==> config.mk <==
export PLATFORM = sky130hd
export DESIGN_NAME = mp_job_dispatcher_flat
export DESIGN_NICKNAME = d
export VERILOG_FILES = /design/src/rtl/mp_job_dispatcher_if.sv /design/src/rtl/mp_job_dispatcher.sv /design/src/flat_wrapper.sv
export SDC_FILE = /design/constraint.sdc
export NUM_CORES = 2
export LEC_CHECK = 0
export BUFFER_PORTS_ARGS = -buffer_cell sky130_fd_sc_hd__buf_2
export CAP_MARGIN = 20
export CORE_MARGIN = 8
export CORE_UTILIZATION = 50
export DETAILED_ROUTE_END_ITERATION = 12
export PLACE_DENSITY = 0.67
export SLEW_MARGIN = 20
export SYNTH_ARGS = -nofsm -noshare
export SYNTH_HDL_FRONTEND = slang
export SYNTH_SLANG_ARGS = --single-unit
==> constraint.sdc <==
create_clock -name clk -period 5.4 [get_ports clk]
set_clock_uncertainty 0.2 [all_clocks]
set_input_delay 1.35 -clock clk [delete_from_list [all_inputs] [get_ports clk]]
set_output_delay 1.35 -clock clk [all_outputs]
set_load 0.01 [all_outputs]
==> src/rtl/mp_job_dispatcher_if.sv <==
// Handshake and kernel-side bus of the job dispatcher.
// Signal names keep their _i/_o suffixes as seen from the dispatcher (slave modport).
interface mp_job_dispatcher_if #(
    parameter int KERNEL_NUM = 8,
    parameter int FIFO_DEPTH = 16
);
    localparam int CW = $clog2(FIFO_DEPTH) + 1;

    logic                  process_start_i;
    logic [87:0]           process_info_i;
    logic                  process_ready_o;
    logic [KERNEL_NUM-1:0] kernel_start_o;
    logic [87:0]           kernel_info_o;
    logic [KERNEL_NUM-1:0] kernel_idle_i;
    logic [KERNEL_NUM-1:0] kernel_done_i;
    logic [KERNEL_NUM-1:0] busy_vec_o;
    logic [CW-1:0]         fifo_count_o;
    logic                  spurious_done_o;
    logic [31:0]           dispatch_cnt_o;
    logic [31:0]           cmpl_cnt_o;

    modport slave (
        input  process_start_i, process_info_i, kernel_idle_i, kernel_done_i,
        output process_ready_o, kernel_start_o, kernel_info_o, busy_vec_o,
               fifo_count_o, spurious_done_o, dispatch_cnt_o, cmpl_cnt_o
    );

    modport master (
        output process_start_i, process_info_i, kernel_idle_i, kernel_done_i,
        input  process_ready_o, kernel_start_o, kernel_info_o, busy_vec_o,
               fifo_count_o, spurious_done_o, dispatch_cnt_o, cmpl_cnt_o
    );
endinterface

==> src/rtl/mp_job_dispatcher.sv <==
// Job FIFO feeding a round-robin issuer that pulses one idle kernel per job and tracks busy kernels.
// Optional dispatch/completion counters are built when MP_DISPATCH_STATS_EN is defined.
module mp_job_dispatcher #(
    parameter int  KERNEL_NUM = 8,
    parameter int  FIFO_DEPTH = 16,
    localparam int CW         = $clog2(FIFO_DEPTH) + 1
) (
    input logic               clk,
    input logic               rst_n,
    mp_job_dispatcher_if.slave bus
);
    localparam int AW = $clog2(FIFO_DEPTH);
    localparam int KW = $clog2(KERNEL_NUM);

    typedef enum logic {S_IDLE, S_ISSUE} state_t;

    state_t                state;
    logic [87:0]           mem [FIFO_DEPTH];
    logic [AW-1:0]         wr_ptr, rd_ptr;
    logic [CW-1:0]         count, count_next;
    logic                  ready_q, spurious_q, push, pop, grant_found;
    logic [KERNEL_NUM-1:0] busy, elig, grant_vec, start_q;
    logic [87:0]           info_q;
    logic [KW-1:0]         rr_ptr, grant_idx, cand;

    assign push = bus.process_start_i & ready_q;
    // A kernel finishing this cycle is held off until its busy bit has cleared.
    assign elig = bus.kernel_idle_i & ~busy & ~bus.kernel_done_i;

    // NOTE: every output of a combinational block gets a default first so no latch is inferred.
    always_comb begin
        grant_found = 1'b0;
        grant_idx   = '0;
        cand        = '0;
        for (int i = 0; i < KERNEL_NUM; i++) begin
            cand = KW'((int'(rr_ptr) + i) % KERNEL_NUM);
            if (!grant_found && elig[cand]) begin
                grant_found = 1'b1;
                grant_idx   = cand;
            end
        end
    end

    assign pop        = (state == S_IDLE) && (count != '0) && grant_found;
    assign grant_vec  = pop ? (KERNEL_NUM'(1) << grant_idx) : '0;
    assign count_next = count + CW'(push) - CW'(pop);

    // NOTE: the storage array has no reset; an entry is only read after it has been written.
    always_ff @(posedge clk) begin
        if (push) mem[wr_ptr] <= bus.process_info_i;
    end

    // NOTE: state registers use non-blocking assignments so every flop samples pre-edge values.
    always_ff @(posedge clk or negedge rst_n) begin
        if (!rst_n) begin
            wr_ptr     <= '0;
            rd_ptr     <= '0;
            count      <= '0;
            ready_q    <= 1'b1;
            busy       <= '0;
            spurious_q <= 1'b0;
        end else begin
            if (push) wr_ptr <= wr_ptr + AW'(1);
            if (pop)  rd_ptr <= rd_ptr + AW'(1);
            count   <= count_next;
            ready_q <= (count_next != CW'(FIFO_DEPTH));
            busy    <= (busy & ~bus.kernel_done_i) | grant_vec;
            if (|(bus.kernel_done_i & ~busy)) spurious_q <= 1'b1;
        end
    end

    // The issue state gives a started kernel one cycle to drop its idle flag.
    always_ff @(posedge clk or negedge rst_n) begin
        if (!rst_n) begin
            state   <= S_IDLE;
            start_q <= '0;
            info_q  <= '0;
            rr_ptr  <= '0;
        end else begin
            case (state)
                S_IDLE: begin
                    if (pop) begin
                        start_q <= grant_vec;
                        info_q  <= mem[rd_ptr];
                        rr_ptr  <= (grant_idx == KW'(KERNEL_NUM - 1)) ? '0 : grant_idx + KW'(1);
                        state   <= S_ISSUE;
                    end else begin
                        start_q <= '0;
                    end
                end
                S_ISSUE: begin
                    start_q <= '0;
                    state   <= S_IDLE;
                end
            endcase
        end
    end

`ifdef MP_DISPATCH_STATS_EN
    logic [31:0] dispatch_cnt, cmpl_cnt;

    always_ff @(posedge clk or negedge rst_n) begin
        if (!rst_n) begin
            dispatch_cnt <= '0;
            cmpl_cnt     <= '0;
        end else begin
            dispatch_cnt <= dispatch_cnt + 32'(pop);
            cmpl_cnt     <= cmpl_cnt + 32'($countones(bus.kernel_done_i & busy));
        end
    end

    assign bus.dispatch_cnt_o = dispatch_cnt;
    assign bus.cmpl_cnt_o     = cmpl_cnt;
`else
    assign bus.dispatch_cnt_o = '0;
    assign bus.cmpl_cnt_o     = '0;
`endif

    assign bus.process_ready_o = ready_q;
    assign bus.kernel_start_o  = start_q;
    assign bus.kernel_info_o   = info_q;
    assign bus.busy_vec_o      = busy;
    assign bus.fifo_count_o    = count;
    assign bus.spurious_done_o = spurious_q;
endmodule

==> src/flat_wrapper.sv <==
// flat-port wrapper written by rule: the top's interface ports become plain ports
module mp_job_dispatcher_flat 
#(
    parameter int  KERNEL_NUM = 8,
    parameter int  FIFO_DEPTH = 16,
    localparam int CW         = $clog2(FIFO_DEPTH) + 1
)
  (clk, rst_n, bus_process_start_i, bus_process_info_i, bus_kernel_idle_i, bus_kernel_done_i, bus_process_ready_o, bus_kernel_start_o, bus_kernel_info_o, bus_busy_vec_o, bus_fifo_count_o, bus_spurious_done_o, bus_dispatch_cnt_o, bus_cmpl_cnt_o);
  mp_job_dispatcher_if #(.KERNEL_NUM(KERNEL_NUM), .FIFO_DEPTH(FIFO_DEPTH)) bus_i ();
  input logic clk;
  input logic rst_n;
  input wire logic [$bits(bus_i.process_start_i)-1:0] bus_process_start_i;
  input wire logic [$bits(bus_i.process_info_i)-1:0] bus_process_info_i;
  input wire logic [$bits(bus_i.kernel_idle_i)-1:0] bus_kernel_idle_i;
  input wire logic [$bits(bus_i.kernel_done_i)-1:0] bus_kernel_done_i;
  output wire logic [$bits(bus_i.process_ready_o)-1:0] bus_process_ready_o;
  output wire logic [$bits(bus_i.kernel_start_o)-1:0] bus_kernel_start_o;
  output wire logic [$bits(bus_i.kernel_info_o)-1:0] bus_kernel_info_o;
  output wire logic [$bits(bus_i.busy_vec_o)-1:0] bus_busy_vec_o;
  output wire logic [$bits(bus_i.fifo_count_o)-1:0] bus_fifo_count_o;
  output wire logic [$bits(bus_i.spurious_done_o)-1:0] bus_spurious_done_o;
  output wire logic [$bits(bus_i.dispatch_cnt_o)-1:0] bus_dispatch_cnt_o;
  output wire logic [$bits(bus_i.cmpl_cnt_o)-1:0] bus_cmpl_cnt_o;
  assign bus_i.process_start_i = bus_process_start_i;
  assign bus_i.process_info_i = bus_process_info_i;
  assign bus_i.kernel_idle_i = bus_kernel_idle_i;
  assign bus_i.kernel_done_i = bus_kernel_done_i;
  assign bus_process_ready_o = bus_i.process_ready_o;
  assign bus_kernel_start_o = bus_i.kernel_start_o;
  assign bus_kernel_info_o = bus_i.kernel_info_o;
  assign bus_busy_vec_o = bus_i.busy_vec_o;
  assign bus_fifo_count_o = bus_i.fifo_count_o;
  assign bus_spurious_done_o = bus_i.spurious_done_o;
  assign bus_dispatch_cnt_o = bus_i.dispatch_cnt_o;
  assign bus_cmpl_cnt_o = bus_i.cmpl_cnt_o;
  mp_job_dispatcher #(.KERNEL_NUM(KERNEL_NUM), .FIFO_DEPTH(FIFO_DEPTH)) u_core (.clk(clk), .rst_n(rst_n), .bus(bus_i));
endmodule
==> flow_summary_export.csv <==
group,metric,value,unit
sta,maxSlewHeadroom,0.236,
critical_path,arrival,5040,ps
cts,cts_tree,"done",
logic_synthesis,ys_seq_area_frac,0.761,
sta,tns,0,ps
detailed_routing,ant_nets,0,
die,fp.dieH,361,um
placement,gp_congestion,0.870,
cts,cts-resized-gates,0,
detailed_routing,viasPerCell,6.16,
power_and_ir_drop,power.leakage,22.9,nW
cts,cts_sinks,1531,
critical_path,path_cells,"clkinv_1 > ha_1 > or4b_1 > o211ai_1 > a31oi_1 > o31ai_1 > a21bo_4 > o21ai_4 > inv_8 > ha_1 > inv_1 > ha_1 > inv_1 > fa_1 > inv_1 > a21oi_1 > nor2_1 > nor2_1 > xnor2_1 > nand2_1",
finish,drive_above_1_share,0.301,
cts,post_cts_buffers,0,
global_routing,grt_pass1_wl,204000,um
flow_run,cap_violations,0,
logic_synthesis,synth.area.mux_share,0.161,
critical_path,cpPeakStageDelay,560,ps
run_status,outcome,"finished, final reports clean",
sta,final_max_slew_viol_count,0,
finish,area_growth,13.7,%
die,ios,282,
logic_synthesis,syn_inst,2748,
sta,fin_ws,850,ps
detailed_routing,wire_per_inst,29.5,um
finish,num-fill-cells,8481,
logic_synthesis,synth_compound_area_frac,0.0358,
placement,place_ws,208,ps
global_routing,grt_pass1_vias,30400,
logic_synthesis,synth_top_cell_by_area,"edfxtp_1",
logic_synthesis,yosys.area_share.adder,0.00432,
die,dieArea,0.131,sq mm
finish,final_cell_mix,"edfxtp_1 (1408), mux4_2 (346), buf_2 (216)",
die,die_w,361,um
logic_synthesis,synth_warnings,0,
cts,cts_inserted_buffers,153,
critical_path,cp-end-kind,"flip-flop",
logic_synthesis,synth_edf_count,1408,
sta,hold_viol,0,
global_routing,antenna_found_initial,35,
cts,postCtsHoldBufs,0,
detailed_routing,drc,0,
global_routing,grt_start_max_net_pins,167,
sta,period_needed,4550,ps
critical_path,start_kind,"flip-flop",
critical_path,crit_path_max_fanout,8,
finish,layout_commonest_cell,"edfxtp_1",
logic_synthesis,synthSimpleGateAreaFrac,0.0148,
logic_synthesis,synth_top_family_by_area,"multiplexers",
critical_path,cp_slowest_cell,"or4b_1",
die,start_util,0.504,
cts,cts_root_buf,"clkbuf_16",
placement,post-dp-hpwl,74600,um
finish,nets,3171,
critical_path,crit_type,"flip-flop to flip-flop",
logic_synthesis,synthesis.area,0.0596,sq mm
detailed_routing,num_vias,29100,
cts,path_clk_slew,60,ps
sta,rsz0062_at_grt,"no",
global_routing,gr-total-overflow,0,
sta,worst_pin_slew,1150,ps
detailed_routing,drtIter0Drc,3178,
die,core,0.118,sq mm
placement,portBuffers,217,
sta,setup_violations,0,
sta,fmax,220,MHz
die,num_rows,126,
sta,fin_crit_sh,0.843,
critical_path,required,5890,ps
detailed_routing,wirelength,139000,um
logic_synthesis,synth.distinct_cells,81,
power_and_ir_drop,vdd_drop_max,0.461,mV
detailed_routing,drtPass1Iterations,9,
cts,h-tree-depth,4,
logic_synthesis,synth-async-reset-ratio,0.0803,
logic_synthesis,syn_area_per_cell,21.7,sq um
logic_synthesis,ys.flop_type,"edfxtp_1",
cts,clock_latency,770,ps
logic_synthesis,synth-seq-cells,1531,
cts,ctsLongestPathBuffers,3,
worst_hold_path,hold_path.class,"flip-flop to flip-flop",
power_and_ir_drop,power.density,561,mW/mm^2
logic_synthesis,synth_area_leaders,"edfxtp_1 (71%), mux4_2 (13%), dfrtp_1 (5.1%)",
logic_synthesis,synth_xor_area_frac,0.00204,
logic_synthesis,synth_top_area_frac,0.709,
global_routing,track_usage,0.210,
finish,final_core_util,0.573,
## critical path: cells and delay by family (launching register included)
kind                     cells  cell delay (ps)
adder cells (fa/ha/maj)      4             1320
AO/OA/AOI/OAI                6             1050
AND/OR/NAND/NOR              4              800
buffers and inverters        5              540
flip-flops                   1              350
XOR/XNOR                     1              180
## synth_stat cells, types with 5 or more instances
cell type and n:
o22ai_1 5, o22ai_2 6, a21oi_1 6, nor3b_1 8
mux2i_1 113, mux2_4 37, and3_1 7, and2_1 17
inv_1 24, buf_2 24, mux4_2 346, nor2_1 18
a21o_1 53, nand2_1 78, dfrtp_1 122, ha_1 19
edfxtp_1 1408, buf_4 65, buf_1 26, o211ai_1 6
xnor2_1 9, a222oi_1 53, nand3_1 7, o21ai_0 58
a221oi_1 53, clkbuf_1 90
## final timing paths
kind                                            startpoint                           end  slack, ps  depth (start not counted)
worst max-delay path                      u_core.rr_ptr[1]    u_core.bus.process_ready_o        850                         20
worst min register to register  u_core.bus.spurious_done_o    u_core.bus.spurious_done_o        270                          2
max in group asynchronous                            rst_n  u_core.bus.kernel_info_o[71]       3630                          2
worst min-delay path            u_core.bus.spurious_done_o    u_core.bus.spurious_done_o        270                          2
min in group asynchronous                            rst_n  u_core.bus.kernel_info_o[11]        390                          1
worst max register to register            u_core.rr_ptr[1]    u_core.bus.process_ready_o        850                         20
## sequential cells by signal, summed over array words and instances (netlist names)
name                        flops
u_core.mem                   1408
u_core.bus.kernel_info_o       88
u_core.bus.busy_vec_o           8
u_core.bus.kernel_start_o       8
u_core.bus.fifo_count_o         5
u_core.rd_ptr                   4
u_core.wr_ptr                   4
u_core.rr_ptr                   3
u_core.bus.process_ready_o      1
u_core.bus.spurious_done_o      1
u_core.state                    1
## stage by stage
step / area, sq um / hold slack, ps / cells / power [mW]
final: 67800 / 273 / 4724 / 38.0
after global routing: 67800 / 315 / 4712 / 39.6
after CTS: 67800 / 277 / 4711 / 38.4
after detailed placement: 62700 / 262 / 4425 / 27.7
after global placement: 62700 / 261 / 4425 / 27.5
after floorplan: 59900 / 280 / 2811 / 24.0
## layout make-up
class / instances / area, sq um / share of cell area
Inverter: 31 / 139 / 0.00205
Multi-Input combinational cell: 1038 / 13300 / 0.196
Sequential cell: 1531 / 45400 / 0.669
Timing Repair Buffer: 289 / 1970 / 0.0291
Tap cell: 1536 / 1920 / 0.0283
Clock buffer: 207 / 4210 / 0.0620
Clock inverter: 79 / 868 / 0.0128
Antenna cell: 13 / 32.5 / 0.000480
## where the power goes
part           switching, mW  total, mW  internal [mW]
Sequential             0.762       15.3           14.5
Combinational           6.64       12.1           5.47
Clock                   4.45       10.6           6.19
Total                   11.9       38.0           26.2
## routing by layer
metal / track usage / up-vias / wire [um]
met5: 0 / - / 76
met4: 0.0502 / 12 / 2960
met3: 0.0426 / 250 / 11000
met2: 0.356 / 1318 / 69600
met1: 0.283 / 15500 / 55600
li1: - / 12100 / -
## logic make-up (layout without fill, tap and decap cells)
logic type | Yosys count | count (layout)
DFF | 1531 | 1531
muxes | 503 | 503
AOI/OAI and AO/OA | 268 | 268
buffers and inverters | 242 | 606
and+or+nand+nor | 170 | 170
adders and majority gates | 20 | 20
xor gates and xnor gates | 13 | 13
other | 1 | 77
Power figures use the tool's default switching activity.
